`config.mk`:
```
export PLATFORM = sky130hd
export DESIGN_NAME = uart_tx_buffer
export DESIGN_NICKNAME = d
export VERILOG_FILES = /design/src/rtl/uart_tx_buffer_pkg.sv /design/src/rtl/tx_fifo_mem.sv /design/src/rtl/uart_tx_buffer.sv
export SDC_FILE = /design/constraint.sdc
export NUM_CORES = 1
export LEC_CHECK = 0
export ABC_AREA = 1
export CORE_UTILIZATION = 45
export DETAILED_ROUTE_END_ITERATION = 8
export DONT_BUFFER_PORTS = 1
export GPL_ROUTABILITY_DRIVEN = 0
export PLACE_DENSITY_LB_ADDON = 0.2
export SKIP_CTS_REPAIR_TIMING = 1
export SKIP_LAST_GASP = 1
export SLEW_MARGIN = 40
export SYNTH_ARGS = -nofsm -noshare
export SYNTH_HDL_FRONTEND = slang
export SYNTH_SLANG_ARGS = --single-unit
```
`constraint.sdc`:
```
create_clock -name clk -period 2.7 [get_ports clk]
set_input_delay 0.54 -clock clk [delete_from_list [all_inputs] [get_ports clk]]
set_output_delay 0.54 -clock clk [all_outputs]
set_load 0.1 [all_outputs]
```
`src/rtl/uart_tx_buffer_pkg.sv`:
```
// rtl/uart_tx_buffer_pkg.sv - drain FSM encodings and hold timing shared by the transmit buffer
`ifndef SD
`define SD
`endif

package uart_tx_buffer_pkg;

    typedef enum logic [1:0] {
        ST_IDLE = 2'd0,
        ST_HOLD = 2'd1,
        ST_WAIT = 2'd2
    } drain_state_t;

    // Cycles after the latch pulse during which the UART empty flag is not trusted.
    localparam logic [1:0] HOLD_CYCLES = 2'd2;

endpackage

```
`src/rtl/tx_fifo_mem.sv`:
```
// rtl/tx_fifo_mem.sv - DEPTH x 8 byte storage, synchronous write, asynchronous read
`ifndef SD
`define SD
`endif

module tx_fifo_mem #(
    parameter int ADDR_W = 4
) (
    input  logic              clk,
    input  logic              i_we,
    input  logic [ADDR_W-1:0] i_waddr,
    input  logic [7:0]        i_wdata,
    input  logic [ADDR_W-1:0] i_raddr,
    output logic [7:0]        o_rdata
);

    localparam int DEPTH = 2 ** ADDR_W;

    logic [7:0] r_mem [DEPTH];

    always_ff @(posedge clk) begin
        if (i_we) begin
            r_mem[i_waddr] <= `SD i_wdata;
        end
    end

    assign o_rdata = r_mem[i_raddr];

endmodule

```
`src/rtl/uart_tx_buffer.sv`:
```
// rtl/uart_tx_buffer.sv - elastic byte buffer draining bus controller characters into the UART
`ifndef SD
`define SD
`endif

module uart_tx_buffer
    import uart_tx_buffer_pkg::*;
#(
    parameter int ADDR_W = 4
) (
    input  logic            clk,
    input  logic            reset,
    input  logic [7:0]      tx_char,
    input  logic            tx_char_valid,
    output logic            tx_char_ready,
    output logic [7:0]      uart_tx_data,
    output logic            uart_tx_latch,
    input  logic            uart_tx_empty,
    output logic [ADDR_W:0] level,
    output logic            overflow,
    input  logic            clr_overflow
);

    localparam logic [ADDR_W:0]   LVL_FULL = {1'b1, {ADDR_W{1'b0}}};
    localparam logic [ADDR_W:0]   LVL_ONE  = 1;
    localparam logic [ADDR_W-1:0] PTR_ONE  = 1;

    logic [ADDR_W-1:0] r_wr_ptr;
    logic [ADDR_W-1:0] r_rd_ptr;
    logic [ADDR_W:0]   r_level;
    logic              r_overflow;
    logic [7:0]        r_tx_data;
    logic              r_tx_latch;
    drain_state_t      r_state;
    drain_state_t      w_state_nxt;
    logic [1:0]        r_hold_cnt;
    logic [1:0]        w_hold_cnt_nxt;
    logic              w_pop;
    logic              w_push;
    logic              w_drop;
    logic              w_ready;
    logic [7:0]        w_head;

    // Ready comes from the registered level only, so a pop never frees space in its own cycle.
    assign w_ready = (r_level != LVL_FULL);
    assign w_push  = tx_char_valid & w_ready;
    assign w_drop  = tx_char_valid & ~w_ready;

    tx_fifo_mem #(
        .ADDR_W (ADDR_W)
    ) u_mem (
        .clk     (clk),
        .i_we    (w_push),
        .i_waddr (r_wr_ptr),
        .i_wdata (tx_char),
        .i_raddr (r_rd_ptr),
        .o_rdata (w_head)
    );

    always_ff @(posedge clk or posedge reset) begin
        if (reset) begin
            r_state    <= `SD ST_IDLE;
            r_hold_cnt <= `SD 2'd0;
        end else begin
            r_state    <= `SD w_state_nxt;
            r_hold_cnt <= `SD w_hold_cnt_nxt;
        end
    end

    always_comb begin
        w_state_nxt    = r_state;
        w_hold_cnt_nxt = r_hold_cnt;
        w_pop          = 1'b0;
        case (r_state)
            ST_IDLE: begin
                if ((r_level != '0) && uart_tx_empty) begin
                    w_pop          = 1'b1;
                    w_hold_cnt_nxt = 2'd0;
                    w_state_nxt    = ST_HOLD;
                end
            end
            // The latch cycle itself is the first HOLD cycle; HOLD_CYCLES more follow it.
            ST_HOLD: begin
                if (r_hold_cnt == HOLD_CYCLES) begin
                    w_state_nxt = ST_WAIT;
                end else begin
                    w_hold_cnt_nxt = r_hold_cnt + 2'd1;
                end
            end
            ST_WAIT: begin
                if (uart_tx_empty) begin
                    w_state_nxt = ST_IDLE;
                end
            end
            default: w_state_nxt = ST_IDLE;
        endcase
    end

    always_ff @(posedge clk or posedge reset) begin
        if (reset) begin
            r_wr_ptr   <= `SD '0;
            r_rd_ptr   <= `SD '0;
            r_level    <= `SD '0;
            r_overflow <= `SD 1'b0;
            r_tx_data  <= `SD 8'h00;
            r_tx_latch <= `SD 1'b0;
        end else begin
            r_tx_latch <= `SD w_pop;
            if (w_pop) begin
                r_tx_data <= `SD w_head;
                r_rd_ptr  <= `SD r_rd_ptr + PTR_ONE;
            end
            if (w_push) begin
                r_wr_ptr <= `SD r_wr_ptr + PTR_ONE;
            end
            if (w_push && !w_pop) begin
                r_level <= `SD r_level + LVL_ONE;
            end else if (!w_push && w_pop) begin
                r_level <= `SD r_level - LVL_ONE;
            end
            if (w_drop) begin
                r_overflow <= `SD 1'b1;
            end else if (clr_overflow) begin
                r_overflow <= `SD 1'b0;
            end
        end
    end

    assign tx_char_ready = w_ready;
    assign uart_tx_data  = r_tx_data;
    assign uart_tx_latch = r_tx_latch;
    assign level         = r_level;
    assign overflow      = r_overflow;

endmodule

```
==> results.yml <==
yosys:
  yosys.area.top_type: "edfxtp_1"
  synth_top_area_share_pct: 55.9
  ys_ff_latch: 155
  synthesis.area_mm2: 0.00688
  synth_cell_type_count: 23
  syn_inst: 682
  ys.flop_type: "edfxtp_1"
  async_flop_share_pct: 17.4
  synth_area_leaders: "edfxtp_1, nand2_1, dfrtp_1"
  avgSynthCellArea_um2: 10.1
  synth_warnings: 0
  seq_area_frac_synth_pct: 65.7
  syn_nets: 706
  synth-edff-count: 128
power_and_ir_drop:
  power.switching_w: 0.00373
  p_leak_nw: 3.45
  worst_ir_drop_vdd_v: 0.000694
  powerDensity_mw_per_mm2: 1180
  power.share.switching_pct: 40.4
  comb_power_share_pct: 33.8
  p_int_w: 0.00551
  design_power_total_w: 0.00925
  power_frac_seq_pct: 39.4
  clock_power_share_pct: 26.8
sta:
  worstMarginPinSlew_ps: 859
  finalSetupTns_ps: 0
  maxSlewHeadroom_pct: 42.8
  hold_viol: 0
  finalCritPeriodShare_pct: 89.4
  finalMaxSlewViolations: 0
  rsz0062_at_grt: "false"
  min_period_ps: 2410
  fmax_mhz: 414
  fin_skew_ps: 7.47
  worst_slack_ps: 287
  setup_violations: 0
cts:
  cts.htree.levels: 4
  clkTransAtPathRegs_ps: 60
  clock-root-buffer: "clkbuf_16"
  cts_tree: "done"
  clock_sinks: 155
  cts_buffers: 17
  cts_buffer_depth: 2
  clk_latency_ps: 420
status:
  status: "completed"
worst_setup_path:
  worst_setup_path_end_kind: "flop"
  cpMaxStageDelayCell: "dfrtp_4"
  cp-start-kind: "flop"
  crit_chain: "nor2_1 -> nand3_1 -> inv_2 -> nand2_4 -> nand2_2 -> inv_2 -> ha_1 -> inv_1 -> ha_1 -> a21oi_1 -> nand2_1 -> a21oi_1 -> o21ai_0 -> nand2_1 -> nand2_1"
  critPathMaxStageDelay_ps: 470
  path_max_fanout: 7
  crit_arrival_ps: 2710
  worstSetupPathType: "reg2reg"
  crit_path_frequent_cell: "nand2_1"
  cp_data_required_time_ps: 3000
drt:
  firstDrtPassIters: 6
  antenna_left: 0
  vias: 4544
  drt_iter0_drc: 340
  wl_mm: 15.1
  drc: 0
  via_per_inst: 5.08
  wl_per_cell_um: 16.9
placed_design:
  numPortBuffers: 0
  dpl-instance-area_mm2: 0.00719
  dpl_worst_slack_ps: 294
  place_hpwl_mm: 9.77
floorplan:
  num_rows: 44
  start_util_pct: 46.8
  die-width_um: 126
  io_pins: 29
  core_region_area_mm2: 0.0147
  die_area_mm2: 0.0158
  die_h_um: 126
layout:
  layout-drive-gt1-share_pct: 10.7
  final_core_util_pct: 53.1
  nets: 724
  syn2layout_area_growth_pct: 13.6
  fin_area_mm2: 0.00781
  n_antenna_cell: 0
grt:
  grt_max_degree: 50
  track_usage_pct: 20.7
  overflow: 0
  grt_antenna_before_repair: 0
  grt_pass1_vias: 4367
  grt_pass1_wl_mm: 23.9
min_path:
  min_path_type: "in2async"
flow_run:
  drv_cap: 0
critical path: cells and delay by family (launching register included):
family / cells / cell delay (ps)
buffers and inverters: 3 / 350
adder cells (fa/ha/maj): 2 / 480
AND/OR/NAND/NOR: 7 / 540
AO/OA/AOI/OAI: 3 / 460
flip-flops: 1 / 470
placed cells by master, fill, tap and decap left out, drive strengths merged:
master	netlist	layout
clkinv	1	7
o21ai	11	11
nand3	103	103
nor3	13	13
a21oi	4	4
nand2	216	216
xor2	7	7
o211ai	1	1
bufinv	0	5
nor2	9	9
xnor2	1	1
buf	27	27
dfrtp	27	27
ha	10	10
edfxtp	128	128
clkbuf	1	19
inv	122	122
fa	1	1
cell usage after synthesis, types with 3 or more instances:
cell	n
a21oi_1	4
buf_2	17
buf_4	8
dfrtp_1	27
edfxtp_1	128
ha_1	10
inv_1	119
inv_2	3
nand2_1	213
nand2_2	3
nand3_1	103
nor2_1	9
nor3_1	13
o21ai_0	10
xor2_1	7
power groups by stage:
| stage | clock network, W | registers [W] | logic [W] |
|---|---|---|---|
| floorplan | 0 | 0.00392 | 0.00205 |
| global placement | 0 | 0.00367 | 0.00301 |
| detailed placement | 0 | 0.00369 | 0.00309 |
| CTS | 0.00252 | 0.00364 | 0.00313 |
| global route | 0.00262 | 0.00369 | 0.00347 |
| finish | 0.00248 | 0.00365 | 0.00312 |
state kept, by name, indices dropped and copies added, names as in the netlist:
register       cells
level              5
overflow           1
r_hold_cnt         2
r_rd_ptr           4
r_state            2
r_wr_ptr           4
u_mem.r_mem      128
uart_tx_data       8
uart_tx_latch      1
area by class of cell:
class,instances,area [um^2]
Tap cell,184,230
Clock buffer,19,433
Clock inverter,11,176
Timing Repair Buffer,27,215
Fill cell,1302,6890
Inverter,123,462
Sequential cell,155,4540
Multi-Input combinational cell,376,1750
through the flow:
step | hold WS [ps] | std cells
after global placement | 495 | 865
after detailed placement | 509 | 865
after CTS | 77.4 | 895
final | 74.9 | 895
after floorplan | 479 | 682
after global routing | 93.3 | 895
kinds of logic (layout without fill, tap and decap cells):
family,after synthesis,count (layout),synth area share [%]
AND/OR/NAND/NOR,341,341,20.8
flip-flops,155,155,65.7
buffers and inverters,151,180,9.10
AO/OA/AOI/OAI,16,16,1.20
adder cells (fa/ha/maj),11,11,2.11
XOR/XNOR,8,8,1.02
per-layer routing:
metal | wire length (um) | GRT usage, % | vias up
li1 | - | - | 2228
met1 | 6560 | 27.3 | 2143
met2 | 7090 | 32.7 | 150
met3 | 1070 | 5.56 | 23
met4 | 376 | 7.75 | 0
met5 | 0 | 0 | -
final timing paths:
path / start / to / slack, ps / cells after the start
worst max-delay path: level[0] / level[4] / 290 / 15
worst min-delay path: reset / overflow / 70 / 2
worst max register to register: level[0] / level[4] / 290 / 15
worst min register to register: r_hold_cnt[1] / r_hold_cnt[1] / 520 / 2
max in group asynchronous: reset / level[0] / 2330 / 2
min in group clk: tx_char[4] / u_mem.r_mem[2][4] / 210 / 0
No activity file was read; power rests on OpenSTA's default activity.
